### config.mk
export PLATFORM = sky130hd
export DESIGN_NAME = sdr_data_path_pipe
export DESIGN_NICKNAME = d
export VERILOG_FILES = /design/src/rtl/sdr_data_path_pipe.sv
export SDC_FILE = /design/constraint.sdc
export NUM_CORES = 1
export LEC_CHECK = 0
export CAP_MARGIN = 15
export CORE_ASPECT_RATIO = 2
export CORE_MARGIN = 2
export CORE_UTILIZATION = 44
export DETAILED_ROUTE_END_ITERATION = 8
export GPL_TIMING_DRIVEN = 0
export PLACE_DENSITY = 0.79
export SLEW_MARGIN = 15
export SYNTH_ARGS = -nofsm -noshare
export SYNTH_HDL_FRONTEND = slang
export SYNTH_SLANG_ARGS = --single-unit
export TNS_END_PERCENT = 20
### constraint.sdc
create_clock -name CLK -period 1.8 [get_ports CLK]
set_input_delay 0.36 -clock CLK [delete_from_list [all_inputs] [get_ports CLK]]
set_output_delay 0.36 -clock CLK [all_outputs]
set_load 0.05 [all_outputs]
### src/rtl/sdr_data_path_pipe.sv
// sdr_data_path_pipe
//   Parametrised SDRAM data path between the SDRAM control FSM and the DQ/DQM pads.
//   Write side: host beats (WR_VALID/DATAIN/DM) are delayed WR_LAT cycles onto DQOUT/DQ_OE.
//   DQM is delayed WR_LAT-DM_LEAD cycles, so it leads its data beat by DM_LEAD cycles.
//   Read side: a READ command strobe is delayed CAS_LAT cycles. DQIN is then captured for
//   BURST_LEN beats, and a later command truncates the running burst. A driven DQ bus
//   during a capture cycle is flagged as a collision.
//
// Ports
//   CLK        in   1        system clock, rising edge
//   RESET_N    in   1        asynchronous active-low reset
//   WR_VALID   in   1        host write beat valid
//   DATAIN     in   DSIZE    host write data
//   DM         in   DSIZE/8  host byte masks (1 = byte not written)
//   RD_CMD     in   1        READ command issued on the SDRAM bus this cycle
//   DQIN       in   DSIZE    data from the DQ pads
//   DQOUT      out  DSIZE    data to the DQ pads
//   DQ_OE      out  1        DQ pad drive enable
//   DQM        out  DSIZE/8  SDRAM byte masks
//   RD_DATA    out  DSIZE    captured read beat (held while RD_VALID=0)
//   RD_VALID   out  1        RD_DATA holds a new beat
//   RD_BUSY    out  1        read outstanding or burst in progress
//   COLLISION  out  1        DQ was driven during a read capture cycle (one-cycle pulse)
module sdr_data_path_pipe #(
    parameter int unsigned DSIZE     = 32,
    parameter int unsigned WR_LAT    = 2,
    parameter int unsigned DM_LEAD   = 1,
    parameter int unsigned CAS_LAT   = 3,
    parameter int unsigned BURST_LEN = 4
) (
    input  logic               CLK,
    input  logic               RESET_N,
    input  logic               WR_VALID,
    input  logic [DSIZE-1:0]   DATAIN,
    input  logic [DSIZE/8-1:0] DM,
    input  logic               RD_CMD,
    input  logic [DSIZE-1:0]   DQIN,
    output logic [DSIZE-1:0]   DQOUT,
    output logic               DQ_OE,
    output logic [DSIZE/8-1:0] DQM,
    output logic [DSIZE-1:0]   RD_DATA,
    output logic               RD_VALID,
    output logic               RD_BUSY,
    output logic               COLLISION
);

    localparam int unsigned MW    = DSIZE / 8;
    localparam int unsigned M_LAT = (DM_LEAD < WR_LAT) ? (WR_LAT - DM_LEAD) : 1;
    localparam int unsigned CW    = $clog2(BURST_LEN) + 1;
    localparam logic [CW-1:0] BL_CNT = CW'(BURST_LEN);

    // ------------------------------------------------------------------
    // Parameter legality
    // ------------------------------------------------------------------
    if (DSIZE < 8 || (DSIZE % 8) != 0) begin : g_bad_dsize
        $error("sdr_data_path_pipe: DSIZE must be a non-zero multiple of 8");
    end
    if (WR_LAT < 1 || WR_LAT > 4) begin : g_bad_wr_lat
        $error("sdr_data_path_pipe: WR_LAT must be 1..4");
    end
    if (DM_LEAD >= WR_LAT) begin : g_bad_dm_lead
        $error("sdr_data_path_pipe: DM_LEAD must be 0..WR_LAT-1");
    end
    if (CAS_LAT < 2 || CAS_LAT > 3) begin : g_bad_cas_lat
        $error("sdr_data_path_pipe: CAS_LAT must be 2..3");
    end
    if (BURST_LEN != 1 && BURST_LEN != 2 && BURST_LEN != 4 && BURST_LEN != 8) begin : g_bad_burst
        $error("sdr_data_path_pipe: BURST_LEN must be 1, 2, 4 or 8");
    end

    // ------------------------------------------------------------------
    // Write pipe. Data and masks are zeroed on entry when WR_VALID=0, so
    // idle stages present DQOUT=0 / DQM=0 without extra output gating.
    // ------------------------------------------------------------------
    logic [DSIZE-1:0]  wd_pipe [WR_LAT];
    logic [WR_LAT-1:0] wv_pipe;
    logic [MW-1:0]     dm_pipe [M_LAT];

    always_ff @(posedge CLK or negedge RESET_N) begin
        if (!RESET_N) begin
            for (int unsigned i = 0; i < WR_LAT; i++) begin
                wd_pipe[i] <= '0;
            end
            wv_pipe <= '0;
        end else begin
            wd_pipe[0] <= WR_VALID ? DATAIN : '0;
            wv_pipe[0] <= WR_VALID;
            for (int unsigned i = 1; i < WR_LAT; i++) begin
                wd_pipe[i] <= wd_pipe[i-1];
                wv_pipe[i] <= wv_pipe[i-1];
            end
        end
    end

    always_ff @(posedge CLK or negedge RESET_N) begin
        if (!RESET_N) begin
            for (int unsigned i = 0; i < M_LAT; i++) begin
                dm_pipe[i] <= '0;
            end
        end else begin
            dm_pipe[0] <= WR_VALID ? DM : '0;
            for (int unsigned i = 1; i < M_LAT; i++) begin
                dm_pipe[i] <= dm_pipe[i-1];
            end
        end
    end

    assign DQOUT = wd_pipe[WR_LAT-1];
    assign DQ_OE = wv_pipe[WR_LAT-1];
    assign DQM   = dm_pipe[M_LAT-1];

    // ------------------------------------------------------------------
    // Read control
    // cmd_sr[k] holds a command issued k+1 cycles ago. Stage CAS_LAT-2 loads
    // the beat counter so it is non-zero exactly during the CAS_LAT..
    // CAS_LAT+BURST_LEN-1 capture cycles. The last stage only extends RD_BUSY
    // over the first capture cycle of a burst.
    // ------------------------------------------------------------------
    typedef enum logic [1:0] {
        S_IDLE  = 2'd0,
        S_WAIT  = 2'd1,
        S_BURST = 2'd2
    } rd_state_t;

    rd_state_t         state, state_next;
    logic [CAS_LAT-1:0] cmd_sr, sr_next;
    logic [CW-1:0]      burst_cnt, cnt_next;
    logic               load;
    logic               pending_next;
    logic               capture;

    always_comb begin
        sr_next      = {cmd_sr[CAS_LAT-2:0], RD_CMD};
        load         = cmd_sr[CAS_LAT-2];
        pending_next = |sr_next[CAS_LAT-2:0];
        cnt_next     = burst_cnt;
        state_next   = state;

        // A strobe reaching the load stage restarts the count even mid-burst.
        if (load) begin
            cnt_next = BL_CNT;
        end else if (burst_cnt != '0) begin
            cnt_next = burst_cnt - 1'b1;
        end

        if (cnt_next != '0) begin
            state_next = S_BURST;
        end else if (pending_next) begin
            state_next = S_WAIT;
        end else begin
            state_next = S_IDLE;
        end
    end

    always_ff @(posedge CLK or negedge RESET_N) begin
        if (!RESET_N) begin
            state     <= S_IDLE;
            cmd_sr    <= '0;
            burst_cnt <= '0;
        end else begin
            state     <= state_next;
            cmd_sr    <= sr_next;
            burst_cnt <= cnt_next;
        end
    end

    assign capture = (state == S_BURST);
    assign RD_BUSY = (|cmd_sr) | (burst_cnt != '0);

    // ------------------------------------------------------------------
    // Read capture and collision flag
    // ------------------------------------------------------------------
    always_ff @(posedge CLK or negedge RESET_N) begin
        if (!RESET_N) begin
            RD_DATA   <= '0;
            RD_VALID  <= 1'b0;
            COLLISION <= 1'b0;
        end else begin
            if (capture) begin
                RD_DATA <= DQIN;
            end
            RD_VALID  <= capture;
            COLLISION <= capture & DQ_OE;
        end
    end

endmodule

; After elaboration in Yosys (flattened, before gate mapping)
; Cells that the tools add are included.
[op_classes]
reduce_logical = 4
add_sub_neg = 1
bitwise_logic = 2
muxes = 6
eq_ne = 1
[ops]
columns = operator, n
row1 = $mux W32, 1
row2 = $mux W3, 2
row3 = $reduce_bool A3 Y1, 2
row4 = $mux W4, 1
row5 = $reduce_or A3 Y1, 1
row6 = $sub A3 B1 Y3 const B, 1
row7 = $eq A2 B2 Y1 const B, 1
row8 = $mux W2, 1
row9 = $reduce_or A2 Y1, 1
row10 = $and A1 B1 Y1, 1
row11 = $mux W1, 1
row12 = $or A1 B1 Y1, 1
[word_totals]
output_inout_bits = 72
word_cells = 24
ff_bits = 112

; Longest topological paths before layout
[depth]
ltp_word = 5
depth_mapped = 5
ltp_nobuf = 5

; Least setup slack after synthesis
; OpenSTA, ideal clock, no wires.
[synth_timing]
path_kind = reg-to-output
start = register burst_cnt[0]
end = output port RD_BUSY
t_required_ns = 1.440
setup_slack_ns = 0.080
stages_incl_launch_ff = 5
path_buffers = 0
arrival_time_ns = 1.360
cell_sequence = dfrtp_1 > inv_2 > ha_1 > nand2b_2 > or4_1
[synth_via]
elab_chain_len = 2
[synth_lines]
columns = item, line_no
row1 = start: declaration, 127  ; logic [CW-1:0] burst_cnt, cnt_next;
row2 = start signal: assignment, 163  ; burst_cnt <= cnt_next;
row3 = $reduce_bool A3 Y1, 168  ; assign RD_BUSY = (|cmd_sr) | (burst_cnt != '0);
row4 = $or A1 B1 Y1, 168
row5 = end: declaration, 43  ; output logic RD_BUSY,
; No other way between the ends.

; Final worst setup path
[layout_timing]
start = register burst_cnt[1]
end = output port RD_BUSY
; The elaborated chain is that of the path after synthesis.

==> flow_metrics.tcl <==
set metrics [dict create \
    outcome "finished with violations" \
    violations "negative setup slack" \
    wire_per_inst_um 14.5 \
    firstDrtPassIters 4 \
    hpwlAfterDp_um 5550 \
    clk_pin_slew_ps 70 \
    final_area_um2 5670 \
    cts_buffers 9 \
    antenna_found_initial 0 \
    port_buffers 143 \
    startpoint_type "register" \
    gp_congestion 0.730 \
    synth_nets 314 \
    rows 48 \
    first_iter_violations 67 \
    drv_cap 0 \
    fin_crit_ps 1990 \
    postRouteAntennaNets 0 \
    die_area_um2 9490 \
    synth_area_leaders "dfrtp_1 (73%), mux2_1 (9.4%), buf_4 (6.3%), and2_1 (6.1%), buf_6 (0.88%)" \
    start_util_pct 44.8 \
    synth_top_family_by_area "multiplexers" \
    synth_seq_area_share_pct 73.3 \
    power.internal_mw 4.83 \
    path_delay_family "simple AND/OR/NAND/NOR gates" \
    grt_max_degree 77 \
    fin_util_pct 66.4 \
    layout_commonest_cell "dfrtp_1" \
    mostFrequentLayoutCells "dfrtp_1 (112), clkdlybuf4s50_1 (70), buf_4 (56), dlygate4sd2_1 (52), and2_1 (37)" \
    routed_via_density 4.45 \
    fmax_mhz 503 \
    power_density_nw_per_um2 1300 \
    yosys.area.top_type_share_pct 73.3 \
    synth_adder_area_share_pct 0.655 \
    critPathRequiredTime_ps 1440 \
    die_h_um 136 \
    arrival_ps 1630 \
    power_mw 7.38 \
    setup_violations 1 \
    slew_headroom_pct 64.2 \
    syn_area_um2 3820 \
    ctsLongestPathBuffers 2 \
    grt_pass1_vias 2404 \
    synth.avg_cell_area_um2 15.9 \
    synth-xor-area-share_pct 0.229 \
    drv_slew 0 \
    drive_above_1_share_pct 20.5 \
    ios 144 \
    worst_slew_pin_slew_ps 540 \
    hold_class "register to register" \
    syn_to_final_growth_pct 48.2 \
    ir_drop_mv 0.767 \
    cp-end-kind "output port" \
    synth_ff_type "dfrtp_1" \
    synth_simple_gate_area_share_pct 7.95 \
    dr_total_vias 2248 \
    pre_cts_ws_ps -501 \
    synth.area.mux_share_pct 9.43 \
    clock_latency_ps 340 \
    crit_slowest_cell "or4_4" \
    dp.cells 484 \
    cp_cell_sequence "inv_2 > ha_4 > nand2b_4 > or4_4 > buf_8" \
    synth_compound_area_share_pct 0.524 \
    synth_warnings 0 \
    layout_setup_ws_ps -187 \
    track_usage_pct 16.8 \
    grt_setup_unrepaired "yes" \
    grt-ovfl-total 0 \
    seqPwrFrac_pct 40.6 \
    clock_skew_ps 7.95 \
    p_leak_nw 2.73 \
    synth_area_leader_cell "dfrtp_1" \
    synth-async-reset-ratio_pct 100 \
    ys_ff_latch 112 \
    worstSetupPathType "register to output port" \
    core_area_um2 8530 \
    grt_pass1_wl_um 12100 \
    power.share.combinational_pct 33.0 \
    finalCritPeriodShare_pct 110 \
    cp_max_fo 3 \
    finalHoldViolations 0 \
    dieWidth_um 69.9 \
    final_cells 505 \
    diodes 0 \
    placed_cell_area_um2 5410 \
    layout.nets 475 \
    synthDistinctLibCells 24 \
    p_switching_mw 2.55 \
    path_buf_inv 2 \
    p_sw_share_pct 34.5 \
    p_clk_share_pct 26.4 \
    root_buffer "clkbuf_16" \
    drc 0 \
    drt-total-wl_um 7340 \
    cts.sinks 112 \
    max_stage_delay_ps 430 \
    cts_tree "built" \
    syn_inst 240 \
    synth_edf_count 0 \
    htreeDepth 3 \
]
[area by class of cell]
type | instances | area, µm²
multi-input combinational | 86 | 739
sequential | 112 | 2800
clock buffer | 9 | 225
tap | 100 | 125
inverter | 3 | 11.3
clock inverter | 6 | 71.3
fill | 641 | 2860
buffer | 39 | 290
timing repair buffer | 150 | 1400
[worst reg2reg max path, stage by stage (launching register included)]
cell	delay [ps]
dfrtp_1	370
inv_2	60
buf_4	120
buf_4	120
ha_1	210
nor4b_1	270
nor3_1	90
or3_1	310
[Yosys cell counts, drive strengths merged, types with 2 or more instances]
master	count
and2	37
mux2	32
inv	3
dfrtp	112
clkbuf	3
ha	2
buf	36
nor2b	2
[power groups by stage]
stage          logic [mW]  clock network (mW)  registers (mW)
3_3_place_gp         2.45                   0            3.04
6_report             2.43                1.95            3.00
4_1_cts              2.43                2.00            3.00
2_1_floorplan       0.782                   0            3.86
3_5_place_dp         2.51                   0            3.06
5_1_grt              2.58                2.10            3.05
[registers in the layout, summed over array words and instances, names as in the netlist]
| register | count |
|---|---|
| DQOUT | 32 |
| RD_DATA | 32 |
| wd_pipe | 32 |
| DQM | 4 |
| burst_cnt | 3 |
| cmd_sr | 3 |
| state | 2 |
| wv_pipe | 2 |
| COLLISION | 1 |
| RD_VALID | 1 |
[per-layer routing]
metal / track usage (%) / routed length (µm) / vias up
met2: 29.7 / 4120 / 93
met5: 0 / 0 / -
met3: 5.04 / 385 / 15
met4: 8.65 / 228 / 0
li1: - / - / 1065
met1: 18.0 / 2610 / 1075
[kinds of logic (layout without fill, tap and decap cells)]
family / count (synthesis) / after routing
compound gates: 3 / 3
simple gates: 48 / 48
mux: 32 / 32
flops: 112 / 112
fa+ha+maj: 2 / 2
xor+xnor: 1 / 1
buf+inv: 42 / 207
[worst paths after layout]
check	startpoint	to	slack, ps	cells past startpoint
worst max-delay path	burst_cnt[1]	RD_BUSY	-190	5
worst min-delay path	wd_pipe[51]	DQOUT[19]	350	0
worst max register to register	burst_cnt[1]	state[1]	130	7
worst min register to register	wd_pipe[51]	DQOUT[19]	350	0
max in group asynchronous	RESET_N	DQOUT[23]	650	3
min in group asynchronous	RESET_N	RD_DATA[30]	480	2
[repair_timing]
action / 4_1_cts / 5_1_grt
pin swaps: 0 / 1
hold buffers: 1 / 0
hold endpoints to repair: 36 / 0
gates resized for setup: 84 / 0
gates cloned: 0 / 0
setup buffers: 3 / 2
endpoints found under the setup margin: 72 / 1
[through the flow]
stage                     TNS, ps  hold WS (ps)
final                        -187           347
after global routing         -240           356
after CTS                    -206           350
after detailed placement     -501           284
after global placement    -404540           332
after floorplan                 0          64.4
Power figures use the tool's default switching activity.
